==> config.mk <==
export PLATFORM = sky130hd
export DESIGN_NAME = memory_access_stage
export DESIGN_NICKNAME = d
export VERILOG_FILES = /design/src/rtl/memory_access_stage.sv
export SDC_FILE = /design/constraint.sdc
export NUM_CORES = 1
export LEC_CHECK = 0
export CORE_ASPECT_RATIO = 0.5
export CORE_MARGIN = 4
export CORE_UTILIZATION = 42
export CTS_CLUSTER_DIAMETER = 60
export DETAILED_ROUTE_END_ITERATION = 8
export PLACE_DENSITY = 0.84
export SLEW_MARGIN = 5
export SYNTH_ARGS = -nofsm -noshare
export SYNTH_HDL_FRONTEND = slang
export SYNTH_SLANG_ARGS = --single-unit
==> constraint.sdc <==
create_clock -name clk -period 2 [get_ports clk]
set_input_delay 0.4 -clock clk [delete_from_list [all_inputs] [get_ports clk]]
set_output_delay 0.4 -clock clk [all_outputs]
set_load 0.01 [all_outputs]
==> src/rtl/memory_access_stage.sv <==
// RV64 memory-access stage: loads/stores over a req/ack data-memory port, ALU results passed through to writeback.
// Optional build macro MEM_TIMEOUT_EN adds a watchdog that faults an access whose ack never arrives.
module memory_access_stage #(
   parameter int XLEN = 64
`ifdef MEM_TIMEOUT_EN
   ,
   parameter int TIMEOUT_CYCLES = 255
`endif
) (
   input  logic            clk,
   input  logic            reset,
   input  logic            ex_valid,
   output logic            ex_ready,
   input  logic [XLEN-1:0] ALUResult,
   input  logic [XLEN-1:0] storeData,
   input  logic [2:0]      funct3,
   input  logic            MemRead,
   input  logic            MemWrite,
   input  logic            RegWrite,
   input  logic [4:0]      rd,
   output logic            mem_req,
   output logic            mem_we,
   output logic [XLEN-1:0] mem_addr,
   output logic [XLEN-1:0] mem_wdata,
   output logic [7:0]      mem_wstrb,
   input  logic            mem_ack,
   input  logic [XLEN-1:0] mem_rdata,
   output logic            wb_valid,
   output logic [XLEN-1:0] wb_data,
   output logic [4:0]      wb_rd,
   output logic            wb_RegWrite,
   output logic            fault
);

   typedef enum logic [1:0] {
      S_IDLE,
      S_ACCESS,
      S_DONE
   } state_t;

   state_t          r_state;
   logic [2:0]      r_lsb;
   logic [2:0]      r_funct3;
   logic            r_is_load;
   logic            r_regwrite;
   logic            r_mem_req;
   logic            r_mem_we;
   logic [XLEN-1:0] r_mem_addr;
   logic [XLEN-1:0] r_mem_wdata;
   logic [7:0]      r_mem_wstrb;
   logic            r_wb_valid;
   logic [XLEN-1:0] r_wb_data;
   logic [4:0]      r_wb_rd;
   logic            r_wb_regwrite;
   logic            r_fault;
`ifdef MEM_TIMEOUT_EN
   logic [7:0]      r_timer;
`endif

   logic            w_accept;
   logic            w_is_mem;
   logic            w_misaligned;
   logic            w_illegal;
   logic            w_fault;
   logic [7:0]      w_size_mask;
   logic [XLEN-1:0] w_lane;
   logic [XLEN-1:0] w_load_value;

   assign ex_ready = (r_state == S_IDLE);
   assign w_accept = ex_valid && ex_ready;
   assign w_is_mem = MemRead || MemWrite;

   // NOTE: every variable written in an always_comb gets a default first, otherwise a latch is inferred.
   always_comb begin
      w_misaligned = 1'b0;
      w_size_mask  = 8'h01;
      unique case (funct3[1:0])
         2'b00: w_size_mask = 8'h01;
         2'b01: begin
            w_size_mask  = 8'h03;
            w_misaligned = ALUResult[0];
         end
         2'b10: begin
            w_size_mask  = 8'h0F;
            w_misaligned = (ALUResult[1:0] != 2'b00);
         end
         default: begin
            w_size_mask  = 8'hFF;
            w_misaligned = (ALUResult[2:0] != 3'b000);
         end
      endcase
   end

   // Unsigned stores and funct3=111 have no encoding in RV64.
   assign w_illegal = (MemRead && MemWrite) || (funct3 == 3'b111) || (MemWrite && funct3[2]);
   assign w_fault   = w_misaligned || w_illegal;

   always_comb begin
      w_lane       = mem_rdata >> {r_lsb, 3'b000};
      w_load_value = w_lane;
      unique case (r_funct3)
         3'b000:  w_load_value = {{(XLEN-8){w_lane[7]}}, w_lane[7:0]};
         3'b001:  w_load_value = {{(XLEN-16){w_lane[15]}}, w_lane[15:0]};
         3'b010:  w_load_value = {{(XLEN-32){w_lane[31]}}, w_lane[31:0]};
         3'b100:  w_load_value = {{(XLEN-8){1'b0}}, w_lane[7:0]};
         3'b101:  w_load_value = {{(XLEN-16){1'b0}}, w_lane[15:0]};
         3'b110:  w_load_value = {{(XLEN-32){1'b0}}, w_lane[31:0]};
         default: w_load_value = w_lane;
      endcase
   end

   // NOTE: state registers use non-blocking assignments so every register samples pre-edge values.
   always_ff @(posedge clk or negedge reset) begin
      if (!reset) begin
         r_state       <= S_IDLE;
         r_lsb         <= '0;
         r_funct3      <= '0;
         r_is_load     <= 1'b0;
         r_regwrite    <= 1'b0;
         r_mem_req     <= 1'b0;
         r_mem_we      <= 1'b0;
         r_mem_addr    <= '0;
         r_mem_wdata   <= '0;
         r_mem_wstrb   <= '0;
         r_wb_valid    <= 1'b0;
         r_wb_data     <= '0;
         r_wb_rd       <= '0;
         r_wb_regwrite <= 1'b0;
         r_fault       <= 1'b0;
`ifdef MEM_TIMEOUT_EN
         r_timer       <= '0;
`endif
      end else begin
         r_wb_valid <= 1'b0;
         r_fault    <= 1'b0;
         unique case (r_state)
            S_IDLE: begin
               if (w_accept) begin
                  r_wb_rd <= rd;
                  if (!w_is_mem) begin
                     r_wb_valid    <= 1'b1;
                     r_wb_data     <= ALUResult;
                     r_wb_regwrite <= RegWrite;
                  end else if (w_fault) begin
                     r_wb_valid    <= 1'b1;
                     r_fault       <= 1'b1;
                     r_wb_data     <= '0;
                     r_wb_regwrite <= 1'b0;
                  end else begin
                     r_state     <= S_ACCESS;
                     r_mem_req   <= 1'b1;
                     r_mem_we    <= MemWrite;
                     r_mem_addr  <= {ALUResult[XLEN-1:3], 3'b000};
                     r_mem_wdata <= MemWrite ? (storeData << {ALUResult[2:0], 3'b000}) : '0;
                     r_mem_wstrb <= MemWrite ? (w_size_mask << ALUResult[2:0]) : 8'h00;
                     r_lsb       <= ALUResult[2:0];
                     r_funct3    <= funct3;
                     r_is_load   <= MemRead;
                     r_regwrite  <= RegWrite;
`ifdef MEM_TIMEOUT_EN
                     r_timer     <= '0;
`endif
                  end
               end
            end
            S_ACCESS: begin
               if (mem_ack) begin
                  r_state       <= S_DONE;
                  r_mem_req     <= 1'b0;
                  r_wb_valid    <= 1'b1;
                  r_wb_data     <= r_is_load ? w_load_value : '0;
                  r_wb_regwrite <= r_is_load && r_regwrite;
`ifdef MEM_TIMEOUT_EN
               end else if (r_timer == 8'(TIMEOUT_CYCLES - 1)) begin
                  // This is the TIMEOUT_CYCLES-th cycle without an ack.
                  r_state       <= S_DONE;
                  r_mem_req     <= 1'b0;
                  r_wb_valid    <= 1'b1;
                  r_fault       <= 1'b1;
                  r_wb_data     <= '0;
                  r_wb_regwrite <= 1'b0;
               end else begin
                  r_timer <= r_timer + 8'd1;
`endif
               end
            end
            default: r_state <= S_IDLE;
         endcase
      end
   end

   assign mem_req     = r_mem_req;
   assign mem_we      = r_mem_we;
   assign mem_addr    = r_mem_addr;
   assign mem_wdata   = r_mem_wdata;
   assign mem_wstrb   = r_mem_wstrb;
   assign wb_valid    = r_wb_valid;
   assign wb_data     = r_wb_data;
   assign wb_rd       = r_wb_rd;
   assign wb_RegWrite = r_wb_regwrite;
   assign fault       = r_fault;

endmodule
Word-level counts from Yosys, hierarchy flattened:

Index checks and enable logic that the tools add are counted.

* register bits after elaboration: 217
* bits in latches: 0
* bits in writable memories: 0
* bits in read-only memories: 0
* bits of input ports: 207
* output and inout bits: 211
* word-level logic and storage cells: 86
* memories: 0

* add/sub/neg operators: 0
* multiply operators: 0
* div/mod/pow operators: 0
* magnitude comparators: 0
* equality and inequality tests: 14
* shift operators: 3
* mux-type cells: 34
* bitwise logic cells: 1
* reduce and logical (&&, ||, !) cells: 19

Operators with widths (number)
* $mux 64: 6
* $pmux 64 s6: 1
* $pmux 64 s2: 1
* $shl 64x6->64: 1
* $shr 64x6->64: 1
* $pmux 8 s3: 1
* $mux 1: 15
* $eq 3x3->1 const B: 4
* $reduce_and 4->1: 3
* $mux 2: 4
* $mux 8: 1
* $shl 8x3->8: 1
* $pmux 1 s2: 3
* $reduce_and 5->1: 1
* $eq 2x1->1 const B: 2
* $logic_and 1x1->1: 4
* $logic_not 2->1: 2
* $logic_or 1x1->1: 4
* $ne 2x1->1 const B: 2
* $ne 2x2->1 const B: 2
* $pmux 2 s2: 1
* $reduce_bool 2->1: 2
* $eq 3x1->1 const B: 1
* $eq 3x2->1 const B: 1
* other kinds (7): 7

Logic depth before layout (Yosys ltp):

* depth in word-level cells: 8
* gate-level depth with buffers: 9
* gate-level depth less buffers: 7

Worst setup path after synthesis:

No wires, ideal clock.

* path kind: input port to flip-flop
* start: input port MemWrite
* end: register r_mem_wdata[39] (netlist: mem_wdata[39])
* library setup time: 126 ps
* arrival time: 1998 ps
* data required time: 1874 ps
* setup slack: -124 ps
* cell stages on the path: 7
* path buffers: 3
* cell sequence: buf_4 or3b_4 o21a_2 or3_1 buf_2 buf_6 a221o_1

* cells in the longest elaborated chain, start to end: 6
* elaborated cells on any way between the ends: 9
* classes of those cells: mux: 1; bitwise: 1; reduce/logical: 7

RTL lines
* start: declaration: RTL line 18 `input logic MemWrite,`
* $logic_and 1x1->1: RTL line 95 `assign w_illegal = (MemRead && MemWrite) || (funct3 == 3'b111) || (MemWrite && funct3[2]);`
* $logic_or 1x1->1 (2 in series): RTL line 95
* $logic_or 1x1->1: RTL line 96 `assign w_fault = w_misaligned || w_illegal;`
* $not 1->1 (no line)
* $reduce_and 4->1 (no line)
* end signal: assignment: RTL line 154 `r_mem_wdata <= MemWrite ? (storeData << {ALUResult[2:0], 3'b000}) : '0;`
* end: declaration: RTL line 49 `logic [XLEN-1:0] r_mem_wdata;`

Several ways; a longest one is shown, not always the timed one.
A chain may end at the register's enable or synchronous reset.

Final worst setup path:

* start: register r_lsb[0]
* end: register r_wb_data[50] (netlist: wb_data[50])

* cells in the longest elaborated chain, start to end: 5

RTL lines
* start: declaration: RTL line 42 `logic [2:0] r_lsb;`
* start signal: assignment: RTL line 156 `r_lsb <= ALUResult[2:0];`
* $shr 64x6->64: RTL line 99 `w_lane = mem_rdata >> {r_lsb, 3'b000};`
* $pmux 64 s6: RTL line 101 `unique case (r_funct3)`
* $mux 64: RTL line 171 `r_wb_data <= r_is_load ? w_load_value : '0;`
* $mux 64: RTL line 167 `if (mem_ack) begin`
* $pmux 64 s2: RTL line 136 `unique case (r_state)`
* end signal: assignment: RTL line 142 `r_wb_data <= ALUResult;`
* end signal: assignment: RTL line 171
* end: declaration: RTL line 52 `logic [XLEN-1:0] r_wb_data;`

Every way passes these cells. The select of a mux whose other input is x is not followed.

==> results <==
[flip-flops by register name, summed over array words and instances (netlist names), 2 cells and up]
name       count
r_funct3       3
r_state        2
wb_data       64
mem_wdata     64
wb_rd          5
mem_addr      61
mem_wstrb      8
r_lsb          3
[repair_timing]
action                                  in CTS  in global routing
endpoints found under the hold margin       40                  0
setup buffers                                9                 12
gates cloned                                 1                  3
hold buffers                                 1                  0
gates resized for setup                     30                 77
endpoints found under the setup margin      89                111
pin swaps                                    9                 20
[power by group through the flow]
| stage | registers (mW) | clock network (mW) | logic [mW] |
|---|---|---|---|
| floorplan | 6.05 | 0 | 2.77 |
| global placement | 5.76 | 0 | 6.82 |
| detailed placement | 5.78 | 0 | 6.93 |
| CTS | 5.70 | 4.14 | 7.23 |
| global route | 5.80 | 4.31 | 8.11 |
| finish | 5.72 | 4.11 | 7.68 |
[layout by cell type, fill, tap and decap left out, drive strengths merged, types with 3 or more instances in the layout]
cell type / netlist / final
a221o: 3 / 3
mux2i: 60 / 60
nor3: 12 / 12
and2: 8 / 8
o221ai: 32 / 32
o31ai: 7 / 7
o22ai: 9 / 9
or3: 4 / 5
nand3: 56 / 56
a31oi: 17 / 17
o21ai: 75 / 75
inv: 18 / 18
a21oi: 42 / 42
and3: 18 / 18
mux2: 42 / 42
a22o: 24 / 24
a222oi: 8 / 8
a211o: 17 / 17
nand2b: 6 / 6
nor2b: 4 / 4
nand2: 365 / 365
buf: 66 / 215
conb: 1 / 3
a221oi: 8 / 8
clkdlybuf4s50: 0 / 409
nor2: 74 / 74
a211oi: 5 / 5
clkbuf: 53 / 32
o2bb2ai: 9 / 9
or2: 4 / 4
mux4: 41 / 41
clkinv: 1 / 7
a2bb2oi: 12 / 12
dfrtp: 217 / 217
[cell families (layout without fill, tap and decap cells)]
group | Yosys count | count (layout) | share of synthesized area
and+or+nand+nor | 558 | 559 | 0.190
AOI/OAI and AO/OA | 282 | 282 | 0.161
DFF | 217 | 217 | 0.438
muxes | 143 | 143 | 0.161
buffers and inverters | 138 | 685 | 0.0506
other | 1 | 5 | 0.000302
[path summary, 6_finish.rpt]
| path | to | slack, ns |
|---|---|---|
| setup / recovery | wb_data[50] | -0.32 |
| hold / removal | mem_wdata[14] | 0.38 |
| setup reg to reg | wb_data[50] | -0.32 |
| hold reg to reg | mem_wstrb[4] | 0.47 |
| max in group asynchronous | wb_data[4] | 1.00 |
| min in group clk | wb_rd[4] | 0.39 |
[per-layer routing]
metal,vias up,part of all wire,routed length [um],global-route usage
li1,5856,-,-,-
met1,6666,0.37,19200,0.370
met2,797,0.49,25800,0.511
met3,196,0.083,4380,0.0564
met4,0,0.060,3170,0.141
met5,-,0,0,0
[worst reg2reg max path, cell delays in order, from the launching register on]
cell and delay, ns:
sky130_fd_sc_hd__dfrtp_2 0.47, sky130_fd_sc_hd__buf_6 0.17, sky130_fd_sc_hd__mux2i_2 0.16, sky130_fd_sc_hd__buf_4 0.14, sky130_fd_sc_hd__o32a_1 0.32, sky130_fd_sc_hd__o211ai_1 0.28
sky130_fd_sc_hd__a311oi_4 0.13, sky130_fd_sc_hd__buf_6 0.16, sky130_fd_sc_hd__clkbuf_16 0.19, sky130_fd_sc_hd__o221ai_1 0.20
[per-stage QoR]
stage / power, mW / std cells / hold WS (ns) / TNS [ns] / utilization
floorplan: 8.82 / 1341 / 0.104 / -4.08 / -
global placement: 12.6 / 2220 / 0.352 / -90.39 / 0.627
detailed placement: 12.7 / 2220 / 0.352 / -102.24 / 0.627
CTS: 17.1 / 2269 / 0.379 / -8.86 / 0.658
global route: 18.2 / 2282 / 0.390 / -14.34 / 0.674
finish: 17.5 / 2282 / 0.376 / -11.77 / 0.674
[layout make-up]
type | instances | share of cell area
Timing Repair Buffer | 628 | 0.310
Clock inverter | 8 | 0.00421
Multi-Input combinational cell | 987 | 0.348
Sequential cell | 217 | 0.277
Clock buffer | 30 | 0.0311
Antenna cell | 2 | 0.000255
Tap cell | 391 | 0.0250
Inverter | 19 | 0.00383
[synthesized netlist by cell type (all sizes together), types with 17 or more instances]
master	number	area, sq um
nand2	365	1370
dfrtp	217	5430
o21ai	75	375
nor2	74	278
buf	66	358
mux2i	60	601
nand3	56	293
clkbuf	53	199
a21oi	42	210
mux2	42	473
mux4	41	923
o221ai	32	280
a22o	24	210
and3	18	113
inv	18	67.6
a211o	17	149
a31oi	17	106
==> impl_metrics.py <==
metrics = {
    "status": {
        "run_status": "finished, violations left",
        "failing_checks": "negative setup slack",
    },
    "worst_setup_path": {
        "required_ns": 2.44,
        "worst-path-buf-inv": 4,
        "cp_cell_sequence": "buf_6 > mux2i_2 > buf_4 > o32a_1 > o211ai_1 > a311oi_4 > buf_6 > clkbuf_16 > o221ai_1",
        "critPathLaunchType": "register",
        "cpPeakStageDelay_ns": 0.47,
        "slowest_stage": "sky130_fd_sc_hd__dfrtp_2",
        "critical_path_class": "register to register",
        "r2r_cells": 9,
        "worst-path-stages": 9,
        "worst-endpoint-arrival_ns": 2.76,
        "worst_path_dominant_cell_family": "compound AO/OA/AOI/OAI gates",
        "setup.worst_path.start": "r_lsb[0]",
        "worst_path_most_repeated_cell": "sky130_fd_sc_hd__buf_6",
        "cp-end-kind": "register",
        "r2r_start": "r_lsb[0]",
        "crit_fanout": 16,
    },
    "logic_synthesis": {
        "yosys_warnings": 0,
        "yosysSeqAreaShare": 0.438,
        "synth.ff_latch_count": 217,
        "synth_area_per_cell_sq_um": 9.27,
        "synth-edff-count": 0,
        "syn_inst": 1339,
        "synth_area_sq_um": 12400,
        "synthArstFlopShare": 1.00,
        "ys.flop_type": "sky130_fd_sc_hd__dfrtp_1",
        "synth.lib_cells_used.distinct": 63,
    },
    "pwr": {
        "power.static_leakage_nw": 8.80,
        "sw_frac_of_total": 0.345,
        "power_switching_mw": 6.04,
        "combinationalPowerShare": 0.439,
        "power.density_cell_area_nw_per_um2": 893,
        "share_clk_of_total_power": 0.235,
        "sequentialPowerShare": 0.327,
        "internal_power_mw": 11.5,
        "ir_worst_vdd_mv": 0.591,
    },
    "timing": {
        "grt_setup_unrepaired": "true",
        "setup_viol_count_final": 51,
        "slew-limit-headroom": 0.362,
        "final.period_utilization": 1.16,
        "fmax_ghz": 0.430,
        "timing_worst_slew_pin_value_ns": 0.950,
        "finalClockSkew_ns": 0.0157,
        "slew_viol_final": 0,
        "final_period_minus_worst_setup_slack_ns": 2.32,
        "timing_hold_violations_final": 0,
        "post-route-worst-setup-slack_ns": -0.325,
    },
    "floorplanning": {
        "placement_rows": 44,
        "initial_utilization": 0.427,
        "die_w_um": 251,
        "die-height_um": 130,
        "fp.coreArea_sq_um": 29100,
        "fp.dieArea_sq_um": 32500,
        "number_of_top_level_pins": 418,
    },
    "global_route": {
        "gr-usage-all-layers": 0.298,
        "gr-total-overflow": 0,
        "number_of_global_route_vias_before_repair": 13011,
        "grt_antenna_before_repair": 2,
        "grt_max_degree": 82,
        "grt_pass1_wl_mm": 76.3,
    },
    "cts": {
        "cts-buffers-inserted": 22,
        "tritoncts": "built",
        "htreeDepth": 1,
        "clock_insertion_delay_worst_skew_ns": 0.53,
        "worst_setup_hold_path_clk_slew_ns": 0.07,
        "numClockSinks": 217,
        "cts.root.buffer_cell": "sky130_fd_sc_hd__clkbuf_16",
        "maximum_root_to_sink_buffer_count": 3,
    },
    "finish": {
        "sequential_cell_area_sq_um": 5430,
        "final_nets": 2082,
        "post_route_cells_drive_above_1_share": 0.223,
        "fin_area_sq_um": 19600,
        "fillCellCount": 2133,
        "footprint_of_the_multi_input_gates_sq_um": 6830,
        "syn2layout_area_growth_pct": 58.0,
    },
    "placement": {
        "gp_congestion": 0.959,
        "pre_cts_slack_ns": -0.589,
        "dpl_cell_area_sq_um": 18200,
        "placement.io_buffers": 414,
        "post-dp-hpwl_mm": 38.8,
    },
    "worst_hold_path": {
        "min-delay-path-class": "input port to async pin",
    },
    "detailed_routing": {
        "dr.first_iter.drc_count": 1382,
        "vias_per_cell": 5.92,
        "dr_total_vias": 13515,
        "drcViolationCount": 0,
        "drt-pass1-iter-count": 6,
        "detail_route.wirelength_mm": 52.5,
        "drt-wirelength-per-cell_um": 23.0,
        "ant_nets": 0,
    },
    "job": {
        "max-cap-violations": 0,
    },
}
No activity file was read; power rests on OpenSTA's default activity.
